[src/rtl/fifo_stream_reader_if.sv]
// Read-side bundle between the sync FIFO, fifo_stream_reader and the
// downstream stream consumer.
interface fifo_stream_reader_if #(
   parameter int DATA_WIDTH = 8
);
   logic                  fifo_empty;
   logic [DATA_WIDTH-1:0] fifo_rdata;
   logic                  fifo_r_en;
   logic                  m_valid;
   logic                  m_ready;
   logic [DATA_WIDTH-1:0] m_data;

   modport master (
      input  fifo_empty,
      input  fifo_rdata,
      input  m_ready,
      output fifo_r_en,
      output m_valid,
      output m_data
   );

   modport slave (
      output fifo_empty,
      output fifo_rdata,
      output m_ready,
      input  fifo_r_en,
      input  m_valid,
      input  m_data
   );
endinterface

[src/rtl/fifo_stream_reader.sv]
// FIFO read adapter: 2-entry skid buffer behind the FIFO's 1-cycle read.
// Define STREAM_READER_COUNT_EN to enable the xfer_count counter.
module fifo_stream_reader #(
   parameter int DATA_WIDTH  = 8,
   parameter int COUNT_WIDTH = 16
) (
   input  logic                   clk,
   input  logic                   rst_n,
   fifo_stream_reader_if.master   bus,
   output logic [COUNT_WIDTH-1:0] xfer_count
);
   logic [1:0]            occ_q, occ_d;
   logic                  infl_q, infl_d;
   logic [DATA_WIDTH-1:0] head_q, head_d;
   logic [DATA_WIDTH-1:0] tail_q, tail_d;
   logic                  deq;
   logic [2:0]            level;
   logic [1:0]            wr_idx;

   assign bus.m_valid = (occ_q != 2'd0);
   assign bus.m_data  = head_q;
   assign deq         = bus.m_valid & bus.m_ready;

   // Slots committed after this cycle, counting the word in flight.
   assign level = {1'b0, occ_q} + {2'b0, infl_q} - {2'b0, deq};
   assign bus.fifo_r_en = rst_n & ~bus.fifo_empty & (level < 3'd2);

   assign wr_idx = occ_q - {1'b0, deq};

   always_comb begin
      occ_d  = occ_q + {1'b0, infl_q} - {1'b0, deq};
      infl_d = bus.fifo_r_en;
      head_d = head_q;
      tail_d = tail_q;
      if (deq) begin
         head_d = tail_q;
      end
      if (infl_q) begin
         unique case (wr_idx)
            2'd0:    head_d = bus.fifo_rdata;
            default: tail_d = bus.fifo_rdata;
         endcase
      end
   end

   always_ff @(posedge clk) begin
      if (!rst_n) begin
         occ_q  <= 2'd0;
         infl_q <= 1'b0;
         head_q <= '0;
         tail_q <= '0;
      end else begin
         occ_q  <= occ_d;
         infl_q <= infl_d;
         head_q <= head_d;
         tail_q <= tail_d;
      end
   end

`ifdef STREAM_READER_COUNT_EN
   logic [COUNT_WIDTH-1:0] cnt_q, cnt_d;

   always_comb begin
      cnt_d = cnt_q;
      if (deq) begin
         cnt_d = cnt_q + 1'b1;
      end
   end

   always_ff @(posedge clk) begin
      if (!rst_n) begin
         cnt_q <= '0;
      end else begin
         cnt_q <= cnt_d;
      end
   end

   assign xfer_count = cnt_q;
`else
   assign xfer_count = '0;
`endif

   no_overflow_a : assert property (
      @(posedge clk) disable iff (!rst_n)
      ({1'b0, occ_q} + {2'b0, infl_q}) <= 3'd2
   );
endmodule

[src/flat_wrapper.sv]
// flat-port wrapper written by rule: the top's interface ports become plain ports
module fifo_stream_reader_flat 
#(
   parameter int DATA_WIDTH  = 8,
   parameter int COUNT_WIDTH = 16
)
  (clk, rst_n, xfer_count, bus_fifo_empty, bus_fifo_rdata, bus_m_ready, bus_fifo_r_en, bus_m_valid, bus_m_data);
  fifo_stream_reader_if #(.DATA_WIDTH(DATA_WIDTH)) bus_i ();
  input  logic clk;
  input  logic rst_n;
  output logic [COUNT_WIDTH-1:0] xfer_count;
  input wire logic [$bits(bus_i.fifo_empty)-1:0] bus_fifo_empty;
  input wire logic [$bits(bus_i.fifo_rdata)-1:0] bus_fifo_rdata;
  input wire logic [$bits(bus_i.m_ready)-1:0] bus_m_ready;
  output wire logic [$bits(bus_i.fifo_r_en)-1:0] bus_fifo_r_en;
  output wire logic [$bits(bus_i.m_valid)-1:0] bus_m_valid;
  output wire logic [$bits(bus_i.m_data)-1:0] bus_m_data;
  assign bus_i.fifo_empty = bus_fifo_empty;
  assign bus_i.fifo_rdata = bus_fifo_rdata;
  assign bus_i.m_ready = bus_m_ready;
  assign bus_fifo_r_en = bus_i.fifo_r_en;
  assign bus_m_valid = bus_i.m_valid;
  assign bus_m_data = bus_i.m_data;
  fifo_stream_reader #(.DATA_WIDTH(DATA_WIDTH), .COUNT_WIDTH(COUNT_WIDTH)) u_core (.clk(clk), .rst_n(rst_n), .bus(bus_i), .xfer_count(xfer_count));
endmodule
[config.mk]
export PLATFORM = sky130hd
export DESIGN_NAME = fifo_stream_reader_flat
export DESIGN_NICKNAME = d
export VERILOG_FILES = /design/src/rtl/fifo_stream_reader_if.sv /design/src/rtl/fifo_stream_reader.sv /design/src/flat_wrapper.sv
export SDC_FILE = /design/constraint.sdc
export NUM_CORES = 1
export LEC_CHECK = 0
export BUFFER_PORTS_ARGS = -buffer_cell sky130_fd_sc_hd__buf_2
export CORE_ASPECT_RATIO = 0.6
export CORE_MARGIN = 1.5
export CORE_UTILIZATION = 48
export DETAILED_ROUTE_END_ITERATION = 10
export PLACE_DENSITY_LB_ADDON = 0.3
export RECOVER_POWER = 25
export SYNTH_ARGS = -nofsm -noshare
export SYNTH_HDL_FRONTEND = slang
export SYNTH_SLANG_ARGS = --single-unit
[constraint.sdc]
create_clock -name clk -period 3.7 [get_ports clk]
set_input_delay 1.11 -clock clk [delete_from_list [all_inputs] [get_ports clk]]
set_output_delay 1.11 -clock clk [all_outputs]
set_load 0.005 [all_outputs]
## Word level (Yosys, flattened, before mapping)

Index checks and enable logic that the tools add are counted.

| storage, ports and cells | value |
|---|---|
| word-level logic and storage cells | 21 |
| output and inout port bits | 26 |
| register bits after elaboration | 19 |
| input bits | 12 |

| cells by class | value |
|---|---|
| mux-type cells | 3 |
| magnitude comparators | 1 |
| $add $sub $neg | 5 |
| reductions and logical operators | 3 |
| bitwise logic cells | 5 |

Operators with widths:

| cell | count |
|---|---|
| $mux 8 | 3 |
| $sub 2x1->2 | 2 |
| $add 2x1->3 | 1 |
| $and 1x1->1 | 3 |
| $lt 3x2->1 const B | 1 |
| $sub 3x1->3 | 1 |
| $add 2x1->2 | 1 |
| $logic_not 2->1 | 1 |
| $not 1->1 | 2 |
| $reduce_and 2->1 | 1 |
| $reduce_bool 2->1 | 1 |

## Longest topological paths before layout

Gate-level depths: netlist of the first run.

| depth | value |
|---|---|
| depth in word-level cells | 6 |
| mapped depth | 8 |
| gate-level depth less buffers | 7 |

## Worst setup path after synthesis of the first run

OpenSTA, ideal clock, no wires.

| timing | value |
|---|---|
| path type | input-to-output |
| start | input bus_m_ready |
| end | output bus_fifo_r_en |
| path buffers | 1 |
| cell stages on the path | 8 |
| path slack | 93 ps |
| data arrival time | 2497 ps |
| required time | 2590 ps |
| cell sequence | o21a_1 -> buf_4 -> nand2b_1 -> nand2_1 -> ha_1 -> fa_1 -> xnor2_1 -> nor4b_1 |

| between the ends | value |
|---|---|
| cells in the longest elaborated chain, start to end | 4 |

RTL lines:

| item | RTL line | text |
|---|---|---|
| start: declaration | flat_wrapper.sv:14 | `input wire logic [$bits(bus_i.m_ready)-1:0] bus_m_ready;` |
| $and 1x1->1 | fifo_stream_reader.sv:22 | `assign deq = bus.m_valid & bus.m_ready;` |
| $sub 3x1->3 | fifo_stream_reader.sv:25 | `assign level = {1'b0, occ_q} + {2'b0, infl_q} - {2'b0, deq};` |
| $lt 3x2->1 | fifo_stream_reader.sv:26 | `assign bus.fifo_r_en = rst_n & ~bus.fifo_empty & (level < 3'd2);` |
| $and 1x1->1 | fifo_stream_reader.sv:26 |  |
| end: declaration | flat_wrapper.sv:15 | `output wire logic [$bits(bus_i.fifo_r_en)-1:0] bus_fifo_r_en;` |

No other way between the ends.

## Worst setup path in the final report of the first run

| timing | value |
|---|---|
| start | input bus_m_ready |
| end | output bus_fifo_r_en |

| between the ends | value |
|---|---|
| cells in the longest elaborated chain, start to end | 4 |

RTL lines:

| item | RTL line | text |
|---|---|---|
| $and 1x1->1 | fifo_stream_reader.sv:22 |  |
| $sub 3x1->3 | fifo_stream_reader.sv:25 |  |
| net u_core.level[1] | fifo_stream_reader.sv:17 | `logic [2:0] level;` |
| $lt 3x2->1 | fifo_stream_reader.sv:26 |  |
| $and 1x1->1 | fifo_stream_reader.sv:26 |  |

The timed path passes the listed nets, and every way through them passes these cells.

==> qor.csv, run 1 <==
stage;metric;value;unit
status;status;finished, final reports clean;
setup_path;max incr delay on CP;460;ps
detailed_routing;Avg Vias per Cell;4.74;
setup_path;reg2reg start;u_core.occ_q[1];
synth;total number of yosys warnings;0;
grt;first-pass GRT wire length;2950;µm
timing;Period minus WS final;3620;ps
cells_and_area;P&R area growth vs syn;6.15;%
timing;relative slew slack;60.6;%
clocking;Max H-tree Level;1;
setup_path;Worst EP required;2590;ps
setup_path;Buf+Inv Stages, Crit Path;2;
placement;Post-DP HPWL;1450;µm
timing;RSZ-0062 raised after global routing;false;
hold_path;hold wc startpoint;u_core.tail_q[3];
hold_path;hold endpoint;u_core.tail_q[3];
synth;Synth Cell Area;1060;µm²
setup_path;Crit Path Max Fanout;3;
setup_path;kind of cell adding the most delay to the critical path;adder cells;
detailed_routing;post-route ant nets;0;
power;Clk network pwr share;15.7;%
power;Net Sw Power;0.000222;W
hold_path;Min-Delay Path Depth;2;
grt;total gr overflow;0;
setup_path;worst reg2reg path depth;6;
power;VDD IR-drop max;0.291;mV
hold_path;HP Class;flop to flop;
cells_and_area;Final nets;153;
clocking;CTS Buf Count;3;
power;Total Power;0.000632;W
clocking;worst skew pair latency;290;ps
detailed_routing;DRT Wirelength;1850;µm
synth;Netlist cell types;23;
power;sequential power share;44.9;%
power;switch share;35.2;%
setup_path;cell chain of the critical path;buf_2, nand2b_2, nand2_1, ha_2, fa_2, nor4b_2, buf_2;
setup_path;crit path DAT;2510;ps
timing;max-slew violation count;0;
power;Logic pwr share;39.4;%
die;IO Pins;38;
timing;min setup slack post-route;80.8;ps
synth;post-synthesis register bit count;19;
die;Die Y;39.4;µm
setup_path;R2R Setup Slk;1840;ps
clocking;clk root buf;clkbuf_4;
detailed_routing;Vias;787;
flow_run;Max Cap Violations;0;
synth;Synth area leaders;dfxtp_1, buf_4, nand2_1, o31ai_2, mux2i_1;
grt;gr usage total;16.0;%
placement;gpl congestion;0.870;
detailed_routing;Residual DRC;0;
timing;total negative slack;0;ps
setup_path;CP dominant cell by count;buf_2;
timing;achievable clock frequency;276;MHz
timing;Worst-Margin Slew;587;ps
grt;initial antenna violation count;0;
placement;port bufs;21;
synth;sequential element share of the synthesized area;36.0;%
timing;Hold WS;468;ps
setup_path;RR Endpoint;u_core.infl_q;
timing;final hold vios;0;
detailed_routing;highest metal used;met4;
synth;Mapped Cells;117;
detailed_routing;wire per inst;11.1;µm
clocking;CTS tree;built;
detailed_routing;DR WL met2;732;µm
timing;crit share post-route;97.8;%
grt;vias in the first global route;645;
setup_path;Worst Setup Path Type;input port to output port;
detailed_routing;1st-pass router iterations;4;
clocking;clock sink count;19;
detailed_routing;initial drt markers;28;
synth;top cell type's share of synthesized area;36.0;%
power;Pleak;0.475;nW
die;# rows;12;
cells_and_area;antenna cells;0;
setup_path;startpoint types;input port;
detailed_routing;metal3 WL;143;µm
die;chip width;63.6;µm
die;Initial Util;54.2;%
clocking;Post-CTS Hold Fix Bufs;0;
grt;largest net degree at the start of global routing;28;
synth;Post-Syn Area per Cell;9.04;µm²
clocking;clk buf depth;2;
die;die area;2500;µm²
die;core area;1950;µm²
timing;Clock Skews;1.74;ps
placement;Placement Setup Slack;-12.2;ps
clocking;Post-CTS Setup Inserts;0;
setup_path;CP endpoint kind;output port;
detailed_routing;M1 WL;925;µm
setup_path;CP max-delay cell;fa_2;
cells_and_area;layout cells sized above 1;27.5;%
power;PD cells;563;nW/µm²
synth;Synth area leader;dfxtp_1;
clocking;CTS clk-pin slew, worst paths;90;ps
power;Internal;0.000409;W
timing;final setup vio count;0;
## power groups by stage
stage	Clock, W	Sequential (W)	Combinational [W]
after floorplan	0	0.000284	0.000190
after global placement	0	0.000284	0.000237
after detailed placement	0	0.000287	0.000239
after CTS	0.000103	0.000282	0.000245
after global routing	0.000114	0.000291	0.000279
final	0.0000992	0.000283	0.000249
## timing repair
action	in CTS	in global routing
gates resized for setup	1	3
pin swaps	0	0
endpoints found under the setup margin	1	1
## area by class of cell
type / instances / area (µm²)
well taps: 28 / 35.0
fillers: 180 / 830
flip-flops and latches: 19 / 380
repair buffers: 25 / 135
inverters: 1 / 3.75
clock buffers: 4 / 26.3
multi-input cells: 89 / 542
## cells by family after synthesis
| kind of cell | synth area share (%) |
|---|---|
| AOI/OAI and AO/OA | 16.8 |
| buffers and inverters | 17.0 |
| adders and majority gates | 3.08 |
| and+or+nand+nor | 18.3 |
| xor gates and xnor gates | 0.829 |
| DFF | 36.0 |
| muxes | 7.57 |
| other | 0.355 |
## state kept, by name, summed over array words and instances (netlist names)
signal	cells
u_core.tail_q	8
u_core.bus.m_data	8
u_core.occ_q	2
u_core.infl_q	1
## layout by cell type (no fill, tap or decap), types with 2 or more instances in the layout
| cell type | count |
|---|---|
| nand2b_1 | 2 |
| and2_1 | 2 |
| mux2i_1 | 8 |
| o31ai_2 | 2 |
| nand2_1 | 33 |
| dfxtp_1 | 19 |
| a31oi_1 | 8 |
| buf_4 | 4 |
| conb_1 | 16 |
| buf_2 | 21 |
| o31ai_1 | 6 |
| clkbuf_4 | 3 |
## worst max-delay path by stage
| stage | endpoint | from | depth (start not counted) | slack [ps] |
|---|---|---|---|---|
| 2_1_floorplan | bus_fifo_r_en | bus_m_ready | 8 | 90 |
| 3_3_place_gp | bus_fifo_r_en | bus_m_ready | 9 | 50 |
| 3_5_place_dp | bus_fifo_r_en | bus_m_ready | 9 | -10 |
| 4_1_cts | bus_fifo_r_en | bus_m_ready | 8 | 20 |
| 5_1_grt | bus_fifo_r_en | bus_m_ready | 9 | 8 |
| 6_report | bus_fifo_r_en | bus_m_ready | 7 | 80 |
## through the flow
stage               instance area, µm²  std cells  util [%]
finish                            1120        166      57.5
global route                      1120        166      57.5
CTS                               1140        166      58.4
detailed placement                1110        162      56.7
global placement                  1110        162      56.7
floorplan                         1110        132         -
## cell usage after synthesis (all sizes together)
cell / n
nand2b: 3
dfxtp: 19
a21boi: 1
conb: 1
o21a: 1
nand3: 1
mux2i: 8
o31ai: 8
a31oi: 8
or2: 1
and2: 2
ha: 1
buf: 23
o21ai: 1
nand2: 33
nor4b: 2
xnor2: 1
inv: 1
fa: 1
and2b: 1
## worst reg2reg max path, delay by kind of cell (launching register included)
kind                       cells  cell delay (ps)
DFF                            1              510
and+or+nand+nor                3              440
adders and majority gates      2              630
AOI/OAI and AO/OA              1              200
## routing by layer
layer,up-vias,GRT usage (%)
met5,-,0
met4,0,6.52
met3,4,4.60
met2,36,24.2
met1,345,21.6
li1,402,-
Note: power is estimated with default switching activity, not from simulation.
==> run 2: changes to the inputs <==
--- a/config.mk
+++ b/config.mk
@@ -8,10 +8,12 @@
 export BUFFER_PORTS_ARGS = -buffer_cell sky130_fd_sc_hd__buf_2
 export CORE_ASPECT_RATIO = 0.6
 export CORE_MARGIN = 1.5
-export CORE_UTILIZATION = 48
+export CORE_UTILIZATION = 43
 export DETAILED_ROUTE_END_ITERATION = 10
+export MAX_ROUTING_LAYER = met4
 export PLACE_DENSITY_LB_ADDON = 0.3
 export RECOVER_POWER = 25
+export SLEW_MARGIN = 5
 export SYNTH_ARGS = -nofsm -noshare
 export SYNTH_HDL_FRONTEND = slang
 export SYNTH_SLANG_ARGS = --single-unit
==> constraint.sdc (replaced) <==
create_clock -name clk -period 3.27 [get_ports clk]
set_input_delay 0.981 -clock clk [delete_from_list [all_inputs] [get_ports clk]]
set_output_delay 0.981 -clock clk [all_outputs]
set_load 0.005 [all_outputs]
==> run 2 against run 1 <==
Net effect:
- the flow now finishes with violations (negative setup slack)
- highest routed layer unchanged
- cell count increased by 3.0%
- design area increased by 9.6%
- largest power group is now combinational cells
- critical path type unchanged
- clock skew increased by 2.5 ps
==> qor.csv, run 2 (synthesis gave the netlist of run 1 again) <==
stage;metric;value;unit
status;status;finished with violations;
status;failing checks;negative setup slack;
timing;crit share post-route;101;%
detailed_routing;Residual DRC;0;
cells_and_area;antenna cells;0;
power;Total Power;0.000832;W
cells_and_area;Final nets;156;
grt;vias in the first global route;660;
setup_path;Crit Path Max Fanout;3;
cells_and_area;leading cell type in the layout, fill and taps excluded;nand2_1;
clocking;worst skew pair latency;260;ps
timing;final hold vios;0;
timing;max-slew violation count;0;
timing;Period minus WS final;3310;ps
grt;initial antenna violation count;0;
setup_path;startpoint types;input port;
setup_path;Worst EP required;2290;ps
cells_and_area;layout cells sized above 1;35.5;%
setup_path;crit path DAT;2330;ps
setup_path;CP endpoint kind;output port;
placement;port bufs;21;
timing;total negative slack;-40.5;ps
detailed_routing;initial drt markers;28;
grt;gr usage total;15.3;%
placement;Placement Setup Slack;-197;ps
die;Die Y;41.4;µm
timing;relative slew slack;57.5;%
detailed_routing;post-route ant nets;0;
timing;Worst-Margin Slew;634;ps
power;PD cells;676;nW/µm²
die;IO Pins;38;
detailed_routing;Vias;797;
clocking;CTS clk-pin slew, worst paths;70;ps
die;# rows;13;
flow_run;Max Cap Violations;0;
power;VDD IR-drop max;0.427;mV
die;Initial Util;47.1;%
placement;gpl congestion;0.740;
timing;Clock Skews;4.27;ps
die;core area;2240;µm²
power;Pleak;0.512;nW
clocking;CTS tree;built;
timing;min setup slack post-route;-40.5;ps
timing;RSZ-0062 raised after global routing;true;
cells_and_area;most frequent cells in the layout;nand2_1, buf_2, dfxtp_1;
detailed_routing;1st-pass router iterations;4;
hold_path;HP Class;flop to flop;
detailed_routing;DRT Wirelength;1980;µm
grt;largest net degree at the start of global routing;28;
timing;achievable clock frequency;302;MHz
detailed_routing;Avg Vias per Cell;4.66;
clocking;Post-CTS Hold Fix Bufs;0;
die;die area;2780;µm²
cells_and_area;P&R area growth vs syn;16.3;%
clocking;clk root buf;clkbuf_8;
clocking;Max H-tree Level;1;
detailed_routing;wire per inst;11.6;µm
placement;Post-DP HPWL;1410;µm
grt;first-pass GRT wire length;3090;µm
clocking;clock sink count;19;
placement;placement-stage cell area;1150;µm²
timing;final setup vio count;1;
grt;total gr overflow;0;
clocking;clk buf depth;2;
cells_and_area;fill count;228;
cells_and_area;post-route cell area;1230;µm²
die;chip width;67.0;µm
clocking;CTS Buf Count;3;
setup_path;Worst Setup Path Type;input port to output port;
==> run 2: report_power, final <==
| part | internal [W] | total [W] | switching [W] | leakage (nW) |
|---|---|---|---|---|
| combinational | 0.000168 | 0.000342 | 0.000174 | 0.334 |
| clock | 0.0000867 | 0.000165 | 0.0000787 | 0.0228 |
| sequential | 0.000282 | 0.000324 | 0.0000428 | 0.155 |
==> run 2: per-layer routing <==
metal | vias to the layer above | wire, µm | share of wire (%) | track usage [%]
li1 | 410 | - | - | -
met1 | 359 | 970 | 49 | 20.9
met2 | 26 | 852 | 43 | 21.2
met3 | 2 | 141 | 7.1 | 5.96
met5 | - | 0 | 0 | -
met4 | 0 | 12 | 0.61 | 3.67
==> run 2: path summary, 6_finish.rpt <==
kind | startpoint | end | slack [ps] | cells after the start
worst min-delay path | u_core.tail_q[1] | u_core.tail_q[1] | 460 | 2
worst max-delay path | bus_m_ready | bus_fifo_r_en | -40 | 9
worst max register to register | u_core.occ_q[1] | u_core.infl_q | 1400 | 7
worst min register to register | u_core.tail_q[1] | u_core.tail_q[1] | 460 | 2
==> run 2: area by class of cell <==
class / instances / area [µm²] / share of cell area (%)
Multi-Input combinational cell: 89 / 599 / 48.7
Sequential cell: 19 / 380 / 30.9
Timing Repair Buffer: 28 / 164 / 13.3
Clock buffer: 4 / 45.0 / 3.66
Tap cell: 30 / 37.5 / 3.05
Inverter: 1 / 3.75 / 0.305
==> run 2: metrics by stage <==
step	hold WS, ps	cells	utilization [%]
after floorplan	435	132	-
after global placement	442	166	51.3
after detailed placement	450	166	51.3
after CTS	461	171	54.5
after global routing	485	171	54.8
final	456	171	54.8
==> run 2: what timing repair did <==
| item | 4_1_cts | 5_1_grt |
|---|---|---|
| buffers inserted | 1 | 0 |
| gates resized for setup | 3 | 1 |
| pin swaps | 3 | 0 |
| endpoints found under the setup margin | 1 | 1 |
| endpoints found under the hold margin | 0 | 0 |
==> run 2: critical path, cell delays in order <==
cell      delay [ps]
buf_6            100
o21a_4           120
nand2b_4          70
nand2_2           60
ha_4             150
fa_2             350
xnor2_2          160
nor4b_2          200
buf_2            150
